**src/rtl/mem_arbiter.sv**
```systemverilog
// mem_arbiter: two-CPU icache/dcache arbiter onto one RAM port; ports: CLK/nRST, i*/d* cache sides, ram* RAM side, err_count
module mem_arbiter #(
  parameter int NCPUS    = 2,
  parameter int MAXBURST = 4
) (
  input  logic                        CLK,
  input  logic                        nRST,
  input  logic [NCPUS-1:0]            iREN,
  input  logic [NCPUS-1:0][31:0]      iaddr,
  input  logic [NCPUS-1:0]            dREN,
  input  logic [NCPUS-1:0]            dWEN,
  input  logic [NCPUS-1:0][31:0]      daddr,
  input  logic [NCPUS-1:0][31:0]      dstore,
  output logic [NCPUS-1:0]            iwait,
  output logic [NCPUS-1:0]            dwait,
  output logic [NCPUS-1:0][31:0]      iload,
  output logic [NCPUS-1:0][31:0]      dload,
  output logic                        ramREN,
  output logic                        ramWEN,
  output logic [31:0]                 ramaddr,
  output logic [31:0]                 ramstore,
  input  logic [31:0]                 ramload,
  input  logic [1:0]                  ramstate,
  output logic [7:0]                  err_count
);
  typedef enum logic [1:0] {IDLE, DGRANT, IGRANT} state_t;
  state_t state, state_n;
  logic gcpu, gcpu_n, drr, drr_n, irr, irr_n;
  logic [3:0] bcnt, bcnt_n;
  logic [7:0] err_n;
  logic [NCPUS-1:0] dreq, gsel;
  logic acc, greq, others, rel;
  assign iload = {NCPUS{ramload}};
  assign dload = {NCPUS{ramload}};
  always_ff @(posedge CLK, negedge nRST)
    if (!nRST) begin
      state     <= IDLE;
      gcpu      <= 1'b0;
      drr       <= 1'b0;
      irr       <= 1'b0;
      bcnt      <= '0;
      err_count <= '0;
    end else begin
      state     <= state_n;
      gcpu      <= gcpu_n;
      drr       <= drr_n;
      irr       <= irr_n;
      bcnt      <= bcnt_n;
      err_count <= err_n;
    end
  always_comb begin
    dreq     = dREN | dWEN;
    acc      = ramstate == 2'd2;
    gsel     = NCPUS'(1) << gcpu;
    greq     = state == DGRANT ? dreq[gcpu] : state == IGRANT ? iREN[gcpu] : 1'b0;
    // any requester other than the one currently holding the grant
    others   = |(dreq & ~(state == DGRANT ? gsel : '0)) | |(iREN & ~(state == IGRANT ? gsel : '0));
    rel      = !greq || (acc && ({1'b0, bcnt} + 5'd1 >= 5'(MAXBURST)) && others);
    ramREN   = 1'b0;
    ramWEN   = 1'b0;
    ramaddr  = '0;
    ramstore = '0;
    iwait    = '1;
    dwait    = '1;
    state_n  = state;
    gcpu_n   = gcpu;
    drr_n    = drr;
    irr_n    = irr;
    bcnt_n   = bcnt;
    err_n    = (state != IDLE && ramstate == 2'd3 && err_count != 8'hff) ? err_count + 8'd1 : err_count;
    if (state == DGRANT) begin
      ramaddr     = daddr[gcpu];
      ramWEN      = dWEN[gcpu];
      ramREN      = dREN[gcpu] & ~dWEN[gcpu];
      ramstore    = dWEN[gcpu] ? dstore[gcpu] : '0;
      dwait[gcpu] = !(acc && dreq[gcpu]);
    end else if (state == IGRANT) begin
      ramaddr     = iaddr[gcpu];
      ramREN      = iREN[gcpu];
      iwait[gcpu] = !(acc && iREN[gcpu]);
    end
    if (state == IDLE) begin
      // dcache beats icache; on a tie the class pointer picks, else the lone requester (bit 1 set means CPU1)
      if (|dreq) begin
        state_n = DGRANT;
        gcpu_n  = &dreq ? drr : dreq[1];
        bcnt_n  = '0;
      end else if (|iREN) begin
        state_n = IGRANT;
        gcpu_n  = &iREN ? irr : iREN[1];
        bcnt_n  = '0;
      end
    end else begin
      bcnt_n = (acc && bcnt != 4'hf) ? bcnt + 4'd1 : bcnt;
      if (rel) begin
        state_n = IDLE;
        drr_n   = state == DGRANT ? !gcpu : drr;
        irr_n   = state == IGRANT ? !gcpu : irr;
      end
    end
  end
endmodule

```
**config.mk**
```make
export PLATFORM = sky130hd
export DESIGN_NAME = mem_arbiter
export DESIGN_NICKNAME = d
export VERILOG_FILES = /design/src/rtl/mem_arbiter.sv
export SDC_FILE = /design/constraint.sdc
export NUM_CORES = 1
export LEC_CHECK = 0
export CAP_MARGIN = 20
export CELL_PAD_IN_SITES_DETAIL_PLACEMENT = 1
export CELL_PAD_IN_SITES_GLOBAL_PLACEMENT = 1
export CORE_AREA = 2 2 173 175
export DETAILED_ROUTE_END_ITERATION = 10
export DIE_AREA = 0 0 175 177
export PLACE_DENSITY_LB_ADDON = 0.1
export SYNTH_ARGS = -nofsm -noshare
export SYNTH_HDL_FRONTEND = slang
export SYNTH_SLANG_ARGS = --single-unit
```
**constraint.sdc**
```tcl
create_clock -name CLK -period 1.6 [get_ports CLK]
set_input_delay 0.32 -clock CLK [delete_from_list [all_inputs] [get_ports CLK]]
set_output_delay 0.32 -clock CLK [all_outputs]
set_load 0.02 [all_outputs]
```
==> summary.md <==
| Metric | Value |
|---|---|
| Status | `finished, violations left` |
| Failing checks | `setup timing` |
| Most frequent cells in the layout | `clkdlybuf4s50_1, buf_4, buf_6, mux2i_1, nor2_4` |
| Sequential share of the synthesized area | `12.61%` |
| Max clock buf depth | `2` |
| Drt drc | `0` |
| Layout cells sized above 1 | `41.96%` |
| Critical path origin | `gcpu` |
| Overall routing resource usage | `11.39%` |
| Largest net degree at the start of global routing | `18` |
| Post-synth ARST share | `100.0%` |
| Chip Height | `177 um` |
| CP top delay family | `flip-flops` |
| Max_slew headroom | `78.91%` |
| R2R cell count | `7` |
| Die Wd | `175 um` |
| LEAKAGE | `3.127 nW` |
| Min setup slack post-route | `-0.4801 ns` |
| Yosys reg bits | `17` |
| CP max stage cell | `dfrtp_4` |
| Worst EP arrival | `1.76 ns` |
| Dominant cell type by area after synthesis | `mux2i_1` |
| ANT nets after route | `0` |
| Vias in the first global route | `4265` |
| Crit. End Element | `output port` |
| Number of synthesized flops with an enable pin | `0` |
| Critical path endpoint | `dwait[0]` |
| CTS Root Cell | `clkbuf_16` |
| Main synth FF type | `dfrtp_1` |
| Routed len/inst | `17.91 um` |
| Post-synth cell types | `39` |
| Final Skew | `0.002519 ns` |
| Synth area leaders | `mux2i_1, buf_4, dfrtp_1` |
| Initial antenna violation count | `0` |
| Cell seen most often among critical-path stages | `buf_6` |
| # fillers | `3295` |
| Initial Util | `11.53%` |
| CTS Sinks | `17` |
| FMAX | `0.4808 GHz` |
| CTS H-tree lvls | `1` |
| VDD IR max | `520.9 uV` |
| Top Layer Used | `met4` |
| Drt via density | `3.608` |
| First-pass DRT Iterations | `4` |
| Reg2Reg Setup Slack | `-0.37 ns` |
| RePlAce Congestion | `0.7947` |
| WL final | `18680 um` |
| Die area | `0.03098 mm^2` |
| Area grow syn2layout | `127.9%` |
| Gr ovfl total | `0` |
| Synth Instances | `419` |
| Detail Placement HPWL | `14920 um` |
| Slew @ Worst Pin | `0.3076 ns` |
| Max Cap Viol | `0` |
| Hold Path Class | `primary input to asynchronous set/reset pin` |
| Pre-CTS setup slack | `-0.8254 ns` |
| Tmin final | `2.080 ns` |
| Syn Area/Cell | `8.051 um^2` |
| Setup violations, final | `74` |
| Reg2reg start | `gcpu` |
| Critical Path RT | `1.28 ns` |
| Syn_nets | `656` |
| Commonest non-fill, non-tap cell in the layout | `clkdlybuf4s50_1` |
| Clk_lat worst skew | `0.25 ns` |
| Critical path type | `flip-flop to output port` |
| Ports | `440` |
| Clock slew at reported path FFs | `0.06 ns` |
| Worst setup SP type | `flip-flop` |
| Std cell rows | `63` |
| Crit path largest cell delay | `0.55 ns` |
| Starting DRC count in detailed routing | `72` |
| Clock tree from TritonCTS | `done` |
| Cell count along the critical path | `4` |
| Crit path buffers/inverters | `3` |
| # diodes | `0` |
| Port bufs | `279` |
| DR WL met2 | `10090 um` |
| Met1 wire length | `7395 um` |
| Fin crit share | `130.0%` |
| Slew Limit Fails | `0` |
| Reg-to-reg endpoint | `drr` |
| Pwr/cell area | `1453 mW/mm^2` |
| Synth top area share | `29.38%` |
| Overall power | `11.17 mW` |
| Routed length on met3 | `1090 um` |
| Max FO, Critical Path | `5` |
| Final nets | `891` |
| Critical-path cell list | `buf_4, buf_6, or4_4, buf_6` |
| Synthesized area | `0.003373 mm^2` |
| Final hold vios | `0` |
| Ys Warns | `0` |
| First-pass GRT wire length | `27140 um` |
| DR vias | `3763` |
| RSZ-0062 raised after global routing | `yes` |
| Num CTS Buffers | `3` |
| Core ar. | `0.02924 mm^2` |
-- worst register-to-register path: stages, from the launching register on --
cell	delay, ns
dfrtp_4	0.55
buf_4	0.17
buf_6	0.11
nor3b_1	0.17
a2bb2o_2	0.31
o221ai_4	0.26
and2b_1	0.18
o311ai_2	0.08
-- kinds of logic after synthesis --
logic type / Yosys count / share of synthesized area (%)
buffers and inverters: 156 / 32.16
muxes: 101 / 30.04
and+or+nand+nor: 78 / 10.76
AOI/OAI and AO/OA: 56 / 11.24
DFF: 17 / 12.61
xor gates and xnor gates: 8 / 2.077
adders and majority gates: 3 / 1.113
-- what timing repair did --
| item | 4_1_cts | 5_1_grt |
|---|---|---|
| endpoints found under the setup margin | 86 | 80 |
| endpoints found under the hold margin | 0 | 0 |
| gates cloned | 3 | 3 |
| hold buffers | 0 | 0 |
| gates resized for setup | 481 | 48 |
| buffers inserted | 31 | 5 |
| pin swaps | 10 | 16 |
-- routing by layer --
metal	vias to the layer above	global-route usage, %
li1	1819	-
met5	-	0
met3	11	2.277
met2	146	22.05
met1	1787	13.21
met4	0	1.250
-- state kept, by name (all words and copies together), names as in the netlist --
signal and flops:
bcnt 4, gcpu 1, irr 1, drr 1, err_count 8, state 2
-- final cells by class --
| class | count | area (um^2) | share of cell area, % |
|---|---|---|---|
| clock buffers | 3 | 75.07 | 0.9766 |
| clock inverters | 1 | 5.005 | 0.06510 |
| inverters | 3 | 18.77 | 0.2441 |
| multi-input cells | 246 | 2565 | 33.37 |
| flip-flops and latches | 17 | 429.2 | 5.583 |
| well taps | 390 | 488.0 | 6.348 |
| repair buffers | 383 | 4106 | 53.42 |
-- worst min-delay path by stage --
stage	slack, ns	depth (start not counted)	startpoint	to
finish	0.40	2	nRST	err_count[7]
global route	0.43	2	nRST	err_count[7]
CTS	0.41	2	nRST	err_count[0]
detailed placement	0.50	1	err_count[7]	err_count[7]
global placement	0.51	1	err_count[7]	err_count[7]
floorplan	0.02	0	nRST	bcnt[0]
-- stage by stage --
step	TNS, ns	utilization, %	hold slack (ns)	cells	area [um^2]
5_1_grt	-33.01	26.29	0.4341	1043	7687
3_3_place_gp	-49.27	22.22	0.5106	999	6497
4_1_cts	-28.44	25.26	0.4113	1037	7388
6_report	-27.72	26.29	0.3982	1043	7687
3_5_place_dp	-50.34	22.22	0.5010	999	6497
2_1_floorplan	-2.950	-	0.02441	419	3732
-- report_power, final --
| part | internal (mW) | switching [mW] |
|---|---|---|
| sequential | 0.565 | 0.169 |
| clock | 0.335 | 0.184 |
| combinational | 5.58 | 4.33 |
-- synth_stat cells, types with 2 or more instances --
master    instances
a21oi_1           6
a22o_1            3
buf_2            12
buf_4           129
clkbuf_1         11
dfrtp_1          17
ha_1              3
inv_1             3
mux2_2            2
mux2i_1          99
nand2_1           5
nand2b_1          4
nand3_1           5
nand4_1           6
nor2_1           45
nor2b_1           2
o21ai_0           6
o22ai_1          33
or2_2             2
xnor2_1           5
xor2_1            3
Note: power is estimated with default switching activity, not from simulation.
